**src/rtl/wb_arbiter_pkg.sv**
```systemverilog
// Shared core definitions for the writeback arbiter: datapath width,
// register-index width and requester identifiers.
`timescale 1ns/1ps
package wb_arbiter_pkg;

    localparam int CORE_XLEN = 32;
    localparam int REG_W     = 5;

    // Requester identity, also used to remember who won the last conflict.
    typedef enum logic {
        REQ_ALU = 1'b0,
        REQ_LSU = 1'b1
    } req_id_e;

endpackage

```
**src/rtl/wb_arbiter.sv**
```systemverilog
// Two-requester register-file writeback arbiter (ALU and load unit).
// Round-robin on conflicts, one registered write stage, forwarding-hit
// detection against the pending write and a saturating conflict counter.
`timescale 1ns/1ps
module wb_arbiter
    import wb_arbiter_pkg::*;
#(
    parameter int XLEN  = CORE_XLEN,
    parameter int CNT_W = 16
) (
    input  logic             clk,
    input  logic             rst,

    input  logic             alu_valid,
    input  logic [REG_W-1:0] alu_rd,
    input  logic [XLEN-1:0]  alu_data,
    output logic             alu_ready,

    input  logic             lsu_valid,
    input  logic [REG_W-1:0] lsu_rd,
    input  logic [XLEN-1:0]  lsu_data,
    output logic             lsu_ready,

    input  logic [REG_W-1:0] rs1,
    input  logic [REG_W-1:0] rs2,

    output logic             write_reg,
    output logic [REG_W-1:0] target_reg,
    output logic [XLEN-1:0]  write_rd_data,
    output logic             fwd_rs1_hit,
    output logic             fwd_rs2_hit,
    output logic [CNT_W-1:0] conflict_cnt
);

    // Counter increment that sticks at all-ones instead of wrapping.
    function automatic logic [CNT_W-1:0] sat_inc(input logic [CNT_W-1:0] v);
        if (&v) begin
            return v;
        end
        return v + {{(CNT_W-1){1'b0}}, 1'b1};
    endfunction

    req_id_e            last_winner_q, last_winner_d;
    logic               write_reg_q, write_reg_d;
    logic [REG_W-1:0]   target_q, target_d;
    logic [XLEN-1:0]    data_q, data_d;
    logic [CNT_W-1:0]   cnt_q, cnt_d;

    logic               conflict;
    logic               grant_any;
    logic [REG_W-1:0]   grant_rd;
    logic [XLEN-1:0]    grant_data;

    // Grant decision: purely from the valids and the last conflict winner;
    // nothing is accepted while reset is asserted.
    always_comb begin
        alu_ready = 1'b0;
        lsu_ready = 1'b0;
        conflict  = alu_valid & lsu_valid;
        if (!rst) begin
            if (conflict) begin
                if (last_winner_q == REQ_LSU) begin
                    alu_ready = 1'b1;
                end else begin
                    lsu_ready = 1'b1;
                end
            end else if (alu_valid) begin
                alu_ready = 1'b1;
            end else if (lsu_valid) begin
                lsu_ready = 1'b1;
            end
        end
    end

    assign grant_any  = alu_ready | lsu_ready;
    assign grant_rd   = lsu_ready ? lsu_rd   : alu_rd;
    assign grant_data = lsu_ready ? lsu_data : alu_data;

    // Next state of the write stage, round-robin pointer and conflict counter.
    // A write to x0 is accepted but never raises the write enable.
    always_comb begin
        write_reg_d   = 1'b0;
        target_d      = target_q;
        data_d        = data_q;
        cnt_d         = cnt_q;
        last_winner_d = last_winner_q;
        if (grant_any) begin
            write_reg_d = (grant_rd != '0);
            target_d    = grant_rd;
            data_d      = grant_data;
        end
        if (conflict) begin
            cnt_d         = sat_inc(cnt_q);
            last_winner_d = lsu_ready ? REQ_LSU : REQ_ALU;
        end
    end

    // State registers; reset makes the ALU the winner of the first conflict
    // and drops any write that was in flight.
    always_ff @(posedge clk) begin
        if (rst) begin
            write_reg_q   <= 1'b0;
            target_q      <= '0;
            data_q        <= '0;
            cnt_q         <= '0;
            last_winner_q <= REQ_LSU;
        end else begin
            write_reg_q   <= write_reg_d;
            target_q      <= target_d;
            data_q        <= data_d;
            cnt_q         <= cnt_d;
            last_winner_q <= last_winner_d;
        end
    end

    assign write_reg     = write_reg_q;
    assign target_reg    = target_q;
    assign write_rd_data = data_q;
    assign conflict_cnt  = cnt_q;

    // x0 is hard-wired, so a pending write to it never forwards.
    assign fwd_rs1_hit = write_reg_q && (target_q != '0) && (rs1 == target_q);
    assign fwd_rs2_hit = write_reg_q && (target_q != '0) && (rs2 == target_q);

endmodule

```
**config.mk**
```make
export PLATFORM = sky130hd
export DESIGN_NAME = wb_arbiter
export DESIGN_NICKNAME = d
export VERILOG_FILES = /design/src/rtl/wb_arbiter_pkg.sv /design/src/rtl/wb_arbiter.sv
export SDC_FILE = /design/constraint.sdc
export NUM_CORES = 1
export LEC_CHECK = 0
export ABC_AREA = 1
export BUFFER_PORTS_ARGS = -buffer_cell sky130_fd_sc_hd__buf_2
export CAP_MARGIN = 20
export CORE_ASPECT_RATIO = 0.8
export CORE_MARGIN = 3
export CORE_UTILIZATION = 35
export CTS_CLUSTER_DIAMETER = 100
export DETAILED_ROUTE_END_ITERATION = 8
export PLACE_DENSITY = 0.64
export SYNTH_ARGS = -nofsm -noshare
export SYNTH_HDL_FRONTEND = slang
export SYNTH_SLANG_ARGS = --single-unit
```
**constraint.sdc**
```tcl
create_clock -name clk -period 2.9 [get_ports clk]
set_input_delay 0.58 -clock clk [delete_from_list [all_inputs] [get_ports clk]]
set_output_delay 0.58 -clock clk [all_outputs]
set_load 0.02 [all_outputs]
```
**After elaboration in Yosys (flattened, before gate mapping)**

Cells that the tools add are included.
W data, S select, Z words.

- Register bits: 55

- Bitwise operators: 3
- Multiplexer cells: 15
- Add/subtract/negate cells: 1
- Eq/ne operators: 3
- Reduce and logical (&&, ||, !) cells: 8

Operator list:

| cell | count |
|---|---|
| $mux W32 | 1 |
| $add A16 B1 Y16 const B | 1 |
| $mux W16 | 1 |
| $reduce_and A16 Y1 | 1 |
| $mux W1 | 12 |
| $eq A5 B5 Y1 | 2 |
| $reduce_bool A5 Y1 | 2 |
| $mux W5 | 1 |
| $logic_and A1 B1 Y1 | 3 |
| $ne A2 B2 Y1 const B | 1 |
| $reduce_and A2 Y1 | 1 |
| $reduce_or A2 Y1 | 1 |
| $and A1 B1 Y1 | 1 |
| $not A1 Y1 | 1 |
| $or A1 B1 Y1 | 1 |

**Depth between registers and ports, before layout**

- Word-level depth: 7
- Gate-level depth with buffers: 9
- Depth with buffers taken out: 9

**Worst setup path after synthesis**

Ideal clock, no wire load.

- Kind: input to output
- Start: input port rs1[3]
- End: output port fwd_rs1_hit
- Required time: 2,320 ps
- Stages: 2
- Slack: 874 ps
- Buffers on the path: 0
- Data arrival time: 1,446 ps
- Path through: xor2_1 nor4_1

- Longest elaborated chain between the ends: 2

Ends and longest elaborated chain:

| item | line | source |
|---|---|---|
| start, declared | wb_arbiter.sv:24 | `input logic [REG_W-1:0] rs1,` |
| $eq A5 B5 Y1 | wb_arbiter.sv:122 | `assign fwd_rs1_hit = write_reg_q && (target_q != '0) && (rs1 == target_q);` |
| $logic_and A1 B1 Y1 | wb_arbiter.sv:122 |  |
| end, declared | wb_arbiter.sv:30 | `output logic fwd_rs1_hit,` |

Every way passes these cells.

**Worst setup path after layout**

- Start: input port alu_valid
- End: output port lsu_ready

- Longest elaborated chain between the ends: 3
- Elaborated cells on any way between the ends: 4
- Those cells by class: mux (3); bitwise (1)

Ends and longest elaborated chain:

| item | line | source |
|---|---|---|
| start, declared | wb_arbiter.sv:14 | `input logic alu_valid,` |
| $mux W1 / $and A1 B1 Y1 (equally long branches) | wb_arbiter.sv:67, wb_arbiter.sv:59 |  |
| $mux W1 (*) | wb_arbiter.sv:61 | `if (conflict) begin` |
| $mux W1 (*) | wb_arbiter.sv:60 | `if (!rst) begin` |
| end, declared | wb_arbiter.sv:22 | `output logic lsu_ready,` |

Mark *: on every way between the ends. The rest lies on a longest branch, timed or not.

==> results.cfg <==
[status]
status = finished clean

[layout]
multiInputGateArea_um2 = 1420
nets = 613
antenna_cells = 0
drive_above_1_share_pct = 33.3
nFillCells = 782
final_util_pct = 47.9
syn_to_final_growth_pct = 32.3
largest_register_ffs = 32
final-seq-area_um2 = 1100

[clock_tree]
cts-root-buf = clkbuf_8
htreeDepth = 2
cts_tree = yes
clk_pin_slew_worst_paths_ps = 100
clock_sinks = 55
clock_path_buffers = 2
post_cts_buffers = 0
cts_resized = 0
cts_buffers = 5
hold_buffers = 0
clock_latency_ps = 310

[timing]
finalCriticalPeriod_ps = 2080
tns_ps = 0
rsz0062_at_grt = no
final_hold_viol_count = 0
worst_slew_pin_slew_ps = 577
slew_viol_final = 0
slew_headroom_pct = 61.5
period_share_pct = 71.8
fin_skew_ps = 10.2
fmax_mhz = 480
setup_violations = 0

[yosys]
syn_nets = 475
synthTopCellsByCount = nand2_1, dfxtp_1, a31oi_1
yosysTopAreaCell = dfxtp_1
synth_edf_count = 0
ys_ff_latch = 55
synth.avg_cell_area_um2 = 7.00
ys_warn_count = 0
async_flop_share_pct = 0
netlist_area_um2 = 2700
synth_cells = 386
synth-seq-area-share_pct = 40.7
synth_flop_cell = dfxtp_1
ys_top_cells_by_area = dfxtp_1, nand2_1, a31oi_1
yosys.area.top_type_share_pct = 40.7
yosysMostFrequentCell = nand2_1
synth.distinct_cells = 29

[global_routing]
grt_overflow_total = 0
grt_max_degree = 44
grt_first_pass_wirelength_um = 12600
grt_pass1_vias = 2747
track_usage_pct = 17.1
antenna_found_initial = 0

[floorplan]
die-area_um2 = 8820
num_rows = 28
start_util_pct = 36.2
core_area_um2 = 7460
die_h_um = 84.6
io_pins = 146
dieWidth_um = 104

[drt]
vias = 2944
wl_um = 7920
dr.pass1.iters = 4
post-route-drc-count = 0
drt_first_iter_violations = 94
antenna_left = 0
via_per_inst = 4.67
wl_per_cell_um = 12.6

[min_path]
hp-class = register to register

[place]
port_buffers = 145
gp_congestion = 0.815
dpl.hpwl_um = 6000

[critical_path]
cp.arrival_ps = 1500
cp.required_ps = 2320
cp-end-kind = primary output
critical_path_class = input port to primary output
crit_fanout = 13
start_kind = input port

[pwr]
peakVddDrop_mv = 0.196
p_leak_nw = 1.69
power_density_nw_per_um2 = 443

[flow_run]
drv_cap = 0
power breakdown:
part	leakage [nW]	switching, mW	internal (mW)
registers	0.450	0.0312	0.797
clock network	0.0443	0.267	0.174
logic	1.19	0.189	0.125
logic make-up (layout without fill, tap and decap cells):
group | Yosys count | in the layout | share of synthesized area, %
xor gates and xnor gates | 17 | 17 | 5.51
adders and majority gates | 1 | 1 | 0.463
AOI/OAI and AO/OA | 61 | 61 | 13.7
and+or+nand+nor | 213 | 213 | 32.9
buffers and inverters | 39 | 178 | 6.76
DFF | 55 | 55 | 40.7
metal layers:
layer | vias up | routed length [um] | GRT usage, %
met5 | - | 0 | 0
met1 | 1325 | 3350 | 20.3
met3 | 7 | 616 | 5.53
met4 | 0 | 58 | 4.11
met2 | 85 | 3890 | 30.2
li1 | 1527 | - | -
critical path, stage by stage:
cell     delay [ps]
buf_2           130
a21oi_4         380
nand2_4         150
inv_2            90
buf_2           170
worst paths after layout:
path	end	from	slack, ps	cells past startpoint
setup / recovery	lsu_ready	alu_valid	820	5
hold / removal	write_rd_data[5]	write_rd_data[5]	480	2
setup reg to reg	write_rd_data[8]	last_winner_q	1020	6
hold reg to reg	write_rd_data[5]	write_rd_data[5]	480	2
final cells by class:
cell class	count	share of cell area [%]
multi-input cells	292	39.7
flip-flops and latches	55	30.8
repair buffers	148	20.9
well taps	105	3.67
inverters	22	2.31
clock buffers	5	1.92
clock inverters	3	0.700
placed cells by master (no fill, tap or decap), types with 6 or more instances in the layout:
cell / n
xor2_1: 8
a31oi_1: 32
o21ai_1: 8
dfxtp_1: 55
buf_2: 145
nand3_1: 13
nand2_1: 157
a21oi_1: 17
xnor2_1: 9
inv_1: 17
nor2_1: 21
nor2_2: 6
per-stage QoR:
| stage | power, mW | setup slack [ps] | instance area (um2) | instances | hold slack [ps] |
|---|---|---|---|---|---|
| 2_1_floorplan | 1.03 | 874 | 2700 | 386 | 512 |
| 3_3_place_gp | 1.16 | 715 | 3480 | 622 | 461 |
| 3_5_place_dp | 1.16 | 636 | 3480 | 622 | 469 |
| 4_1_cts | 1.60 | 796 | 3580 | 630 | 485 |
| 5_1_grt | 1.67 | 694 | 3580 | 630 | 504 |
| 6_report | 1.58 | 817 | 3580 | 630 | 484 |
Note: power is estimated with default switching activity, not from simulation.
